==> src/rtl/core_run_ctrl.sv <==
// Run controller for the core: sequences reset and go, then watches irOut
// for a halt sentinel under a cycle-budget watchdog and keeps run statistics.
module core_run_ctrl #(
    parameter int unsigned                IR_WIDTH    = 32,
    parameter logic [IR_WIDTH-1:0]        HALT_WORD   = {IR_WIDTH{1'b1}},
    parameter int unsigned                HALT_REPEAT = 1,
    parameter int unsigned                RST_CYCLES  = 2,
    parameter int unsigned                GO_DELAY    = 1,
    parameter int unsigned                TIMEOUT     = 5000,
    parameter int unsigned                CNT_WIDTH   = 32
) (
    input  logic                 clk,
    input  logic                 reset,
    input  logic                 start,
    input  logic                 abort,
    input  logic [IR_WIDTH-1:0]  ir_in,
    output logic                 core_reset,
    output logic                 go_contr,
    output logic                 busy,
    output logic                 done,
    output logic [1:0]           status,
    output logic [CNT_WIDTH-1:0] cycle_count,
    output logic [CNT_WIDTH-1:0] ir_change_count
);

    typedef enum logic [2:0] {
        S_IDLE,
        S_RESET,
        S_ARM,
        S_RUN,
        S_DONE
    } state_t;

    localparam logic [1:0] ST_NONE    = 2'b00;
    localparam logic [1:0] ST_HALT    = 2'b01;
    localparam logic [1:0] ST_TIMEOUT = 2'b10;
    localparam logic [1:0] ST_ABORT   = 2'b11;

    state_t                state_q;
    logic [31:0]           sub_q;
    logic [31:0]           streak_q;
    logic [IR_WIDTH-1:0]   prev_q;
    logic [CNT_WIDTH-1:0]  cyc_q;
    logic [CNT_WIDTH-1:0]  chg_q;
    logic [1:0]            status_q;
    logic                  core_reset_q;
    logic                  go_q;
    logic                  busy_q;
    logic                  done_q;

    logic [CNT_WIDTH-1:0]  cyc_d;
    logic [CNT_WIDTH-1:0]  chg_d;
    logic [31:0]           streak_d;
    logic                  halt_hit;
    logic                  tmo_hit;

    always_comb begin
        cyc_d    = cyc_q;
        chg_d    = chg_q;
        streak_d = '0;
        if (cyc_q != '1) begin
            cyc_d = cyc_q + CNT_WIDTH'(1);
        end
        if ((ir_in != prev_q) && (chg_q != '1)) begin
            chg_d = chg_q + CNT_WIDTH'(1);
        end
        if (ir_in == HALT_WORD) begin
            streak_d = streak_q + 32'd1;
        end
        halt_hit = (streak_d == 32'(HALT_REPEAT));
        tmo_hit  = (cyc_d == CNT_WIDTH'(TIMEOUT));
    end

    always_ff @(posedge clk) begin
        if (reset) begin
            state_q      <= S_IDLE;
            sub_q        <= '0;
            streak_q     <= '0;
            prev_q       <= '0;
            cyc_q        <= '0;
            chg_q        <= '0;
            status_q     <= ST_NONE;
            core_reset_q <= 1'b1;
            go_q         <= 1'b0;
            busy_q       <= 1'b0;
            done_q       <= 1'b0;
        end else begin
            case (state_q)
                S_IDLE, S_DONE: begin
                    if (start) begin
                        state_q      <= S_RESET;
                        sub_q        <= '0;
                        streak_q     <= '0;
                        cyc_q        <= '0;
                        chg_q        <= '0;
                        status_q     <= ST_NONE;
                        core_reset_q <= 1'b1;
                        go_q         <= 1'b0;
                        busy_q       <= 1'b1;
                        done_q       <= 1'b0;
                    end
                end
                S_RESET: begin
                    if (abort) begin
                        state_q      <= S_DONE;
                        status_q     <= ST_ABORT;
                        core_reset_q <= 1'b0;
                        busy_q       <= 1'b0;
                        done_q       <= 1'b1;
                    end else if (sub_q == 32'(RST_CYCLES - 1)) begin
                        state_q      <= S_ARM;
                        sub_q        <= '0;
                        core_reset_q <= 1'b0;
                    end else begin
                        sub_q <= sub_q + 32'd1;
                    end
                end
                S_ARM: begin
                    // Seed the change detector with the value present at go.
                    prev_q <= ir_in;
                    if (abort) begin
                        state_q  <= S_DONE;
                        status_q <= ST_ABORT;
                        busy_q   <= 1'b0;
                        done_q   <= 1'b1;
                    end else if (sub_q == 32'(GO_DELAY - 1)) begin
                        state_q  <= S_RUN;
                        sub_q    <= '0;
                        streak_q <= '0;
                        go_q     <= 1'b1;
                    end else begin
                        sub_q <= sub_q + 32'd1;
                    end
                end
                S_RUN: begin
                    cyc_q    <= cyc_d;
                    chg_q    <= chg_d;
                    prev_q   <= ir_in;
                    streak_q <= streak_d;
                    if (abort || halt_hit || tmo_hit) begin
                        state_q <= S_DONE;
                        go_q    <= 1'b0;
                        busy_q  <= 1'b0;
                        done_q  <= 1'b1;
                        if (abort) begin
                            status_q <= ST_ABORT;
                        end else if (halt_hit) begin
                            status_q <= ST_HALT;
                        end else begin
                            status_q <= ST_TIMEOUT;
                        end
                    end
                end
                default: begin
                    state_q      <= S_IDLE;
                    core_reset_q <= 1'b1;
                    go_q         <= 1'b0;
                    busy_q       <= 1'b0;
                    done_q       <= 1'b0;
                end
            endcase
        end
    end

    assign core_reset      = core_reset_q;
    assign go_contr        = go_q;
    assign busy            = busy_q;
    assign done            = done_q;
    assign status          = status_q;
    assign cycle_count     = cyc_q;
    assign ir_change_count = chg_q;

endmodule

==> config.mk <==
export PLATFORM = sky130hd
export DESIGN_NAME = core_run_ctrl
export DESIGN_NICKNAME = d
export VERILOG_FILES = /design/src/rtl/core_run_ctrl.sv
export SDC_FILE = /design/constraint.sdc
export NUM_CORES = 1
export LEC_CHECK = 0
export ABC_AREA = 1
export CAP_MARGIN = 30
export CORE_MARGIN = 2
export CORE_UTILIZATION = 63
export DETAILED_ROUTE_END_ITERATION = 10
export HOLD_SLACK_MARGIN = 0.15
export MAX_ROUTING_LAYER = met4
export PLACE_DENSITY = 0.95
export SYNTH_ARGS = -nofsm -noshare
export SYNTH_HDL_FRONTEND = slang
export SYNTH_SLANG_ARGS = --single-unit
==> constraint.sdc <==
create_clock -name clk -period 4.9 [get_ports clk]
set_clock_uncertainty 0.1 [all_clocks]
set_input_delay 0.735 -clock clk [delete_from_list [all_inputs] [get_ports clk]]
set_output_delay 0.735 -clock clk [all_outputs]
set_load 0.01 [all_outputs]
==> flow_summary_export.csv <==
group,metric,value,unit
outcome,status,"completed",
logic_synthesis,synthFlopType,"dfxtp_1",
cts,postCtsHoldBufs,0,
logic_synthesis,ys_types,44,
run,max-cap-violations,0,
sta,hold_viol,0,
sta,max_clock_freq,0.279,GHz
floorplanning,row_count,48,
sta,slew-limit-headroom,34.4,%
cts,cts_buffers,17,
floorplanning,core,17200,um2
critical_path,required,5.16,ns
logic_synthesis,ys_async_sr_fraction,0,%
sta,rsz0062_at_grt,"false",
final_layout,area_delta_synth_final,15.8,%
routing,viasPerCell,5.91,
placement,dp_hpwl,22.5,mm
critical_path,critPathMaxFanout,34,
floorplanning,die-width,136,um
routing,routed_wl,31.9,mm
critical_path,criticalPathCategory,"reg -> reg",
final_layout,final_cell_mix,"514 x nand2_1, 277 x nor2_1, 169 x dfxtp_1",
global_route,first_global_vias,11000,
sta,post-route-min-period,3.58,ns
power,sw_frac_of_total,37.9,%
critical_path,slowest_delay,0.49,ns
logic_synthesis,ys_ff_latch,169,
critical_path,critical_path.top_delay_family,"simple AND/OR/NAND/NOR gates",
placement,pre_cts_slack,1.17,ns
hold_path,holdPathStages,2,
routing,drtIter0Drc,1467,
power,peakVddDrop,0.298,mV
power,p_comb_share,27.1,%
critical_path,cp-end-kind,"register",
logic_synthesis,synth_edf_count,0,
critical_path,worstPathBufferInverterCount,6,
logic_synthesis,yosysWarnings,0,
floorplanning,die_y,136,um
cts,cts_max_path_buffers,2,
hold_path,min_to,"busy",
critical_path,worstReg2RegStart,"state_q[1]",
global_route,grt_max_degree,96,
placement,placed_area,12100,um2
critical_path,worstPathArrival,3.84,ns
global_route,antenna_found_initial,1,
sta,finalSetupViolCount,0,
sta,whs,0.369,ns
critical_path,cp_cell_sequence,"inv_2 -> nor2_4 -> inv_2 -> nor2_4 -> inv_2 -> o21ai_1 -> inv_2 -> nand2_2 -> inv_2 -> nand2_2 -> nand2_2 -> inv_1 -> o21ai_0 -> a21oi_1",
final_layout,finish.utilization,74.2,%
final_layout,regArea,3380,um2
logic_synthesis,yosysSeqAreaShare,30.7,%
logic_synthesis,syn_area,11000,um2
global_route,grt_pass1_wl,51.8,mm
floorplanning,io_pins,106,
sta,tns,0,ns
cts,cts.sinks,169,
final_layout,multiInputGateArea,6790,um2
routing,ant_nets,0,
critical_path,reg2reg_depth,14,
power,pwr-share-seq,39.9,%
final_layout,fillCellCount,1407,
floorplanning,die_area,18500,um2
sta,period_share,73.1,%
critical_path,critPathLaunchType,"register",
routing,wire_per_inst,15.2,um
hold_path,hold_start,"busy",
sta,setup_ws,1.32,ns
logic_synthesis,synth_nets,1828,
placement,gp_congestion,1.06,
routing,vias,12400,
critical_path,cp-startpoint,"state_q[1]",
cts,post_cts_resized,0,
final_layout,nets,1903,
cts,clock_latency,0.44,ns
final_layout,drive_gt1_share,6.35,%
power,power_leakage,4.43,nW
cts,root_buffer,"clkbuf_16",
cts,clkTransAtPathRegs,0.07,ns
placement,io_buffers,105,
final_layout,final_common_cell,"nand2_1",
global_route,grt_usage,35.2,%
cts,post-cts-setup-buffer-count,0,
power,p_clk_share,33.0,%
hold_path,hold_class,"reg -> reg",
sta,drv_slew,0,
critical_path,cpMaxStageDelayCell,"nor2_4",
cts,htreeDepth,4,
floorplanning,start_util,64.1,%
critical_path,r2r_slack,1.32,ns
critical_path,reg2reg_to,"sub_q[26]",
routing,drt_pre_antenna_iters,8,
final_layout,fin_area,12700,um2
power,power_density,320,nW/um2
cts,cts_tree,"built",
power,power.switching,1.55,mW
power,intPower,2.53,mW
sta,worst_pin_slew,0.982,ns
routing,drc,0,
logic_synthesis,syn_inst,1786,
critical_path,path_common_cell,"inv_2",
global_route,overflow,0,
logic_synthesis,syn_avg_cell_area,6.16,um2
worst min-delay path: cells and delay by family (launching register included):
kind               cells  cell delay (ns)
DFF                    1             0.31
AOI/OAI and AO/OA      1             0.05
and+or+nand+nor        1             0.06
registers in the layout, indices dropped and copies added (netlist names):
register,cells
cycle_count,32
streak_q,32
busy,1
go_contr,1
ir_change_count,32
state_q,3
done,1
sub_q,32
core_reset,1
prev_q,32
status,2
synthesized netlist by cell type, types with 2 or more instances:
master    number  area (um2)
nand2_1      514        1930
nor2_1       277        1040
dfxtp_1      169        3380
inv_1        145         544
nand3_1      123         616
a21oi_1      115         576
o21ai_0       65         325
nand4_1       61         382
xnor2_1       52         455
nor3_1        48         240
clkbuf_1      41         154
nor2_2        20         125
nor4_1        17         106
nand2_2       16         100
xor2_1        15         131
nand3_2       13         130
nand3b_1      11        82.6
nor2_4         9         101
inv_2          8        30.0
a211oi_1       7        52.6
buf_2          6        30.0
ha_1           6        75.1
or2_2          6        37.5
nor3b_1        5        37.5
o21bai_1       5        37.5
buf_4          4        30.0
a31oi_1        3        18.8
buf_6          3        33.8
o211ai_1       3        22.5
and2_1         2        12.5
clkinv_1       2        7.51
nand2_4        2        22.5
nor3_2         2        20.0
power groups by stage:
stage	logic [mW]	registers, mW	clock network [mW]
2_1_floorplan	0.781	1.62	0
3_3_place_gp	1.04	1.64	0
3_5_place_dp	1.06	1.64	0
4_1_cts	1.08	1.62	1.36
5_1_grt	1.23	1.63	1.41
6_report	1.10	1.63	1.35
how the worst max path moves through the flow:
stage / endpoint / slack [ns] / cells past startpoint
final: sub_q[26] / 1.32 / 14
after global routing: sub_q[26] / 1.06 / 14
after global placement: state_q[2] / 1.28 / 18
after CTS: sub_q[26] / 1.48 / 14
after detailed placement: state_q[2] / 1.17 / 18
after floorplan: state_q[0] / 2.51 / 16
per-stage QoR:
| step | power (mW) | instances |
|---|---|---|
| after global routing | 4.27 | 2100 |
| after floorplan | 2.40 | 1786 |
| after global placement | 2.68 | 2066 |
| after detailed placement | 2.71 | 2066 |
| final | 4.08 | 2100 |
| after CTS | 4.05 | 2098 |
final cells by class:
cell class | instances | area share [%]
clock buffers | 18 | 3.45
inverters | 155 | 4.57
repair buffers | 111 | 8.74
diodes | 1 | 0.0196
clock inverters | 14 | 1.15
flip-flops and latches | 169 | 26.6
well taps | 225 | 2.21
multi-input cells | 1407 | 53.3
layer usage:
layer / vias up / track usage, % / share of wire [%]
met5: - / - / 0
li1: 5969 / - / -
met2: 762 / 54.4 / 45
met4: 0 / 14.0 / 3.1
met1: 5578 / 45.1 / 41
met3: 103 / 6.94 / 11
cell families after synthesis:
logic type / synth area share, %
and+or+nand+nor: 45.7
buffers and inverters: 7.57
AOI/OAI and AO/OA: 9.95
DFF: 30.7
xor gates and xnor gates: 5.33
adders and majority gates: 0.682
Power figures use the tool's default switching activity.
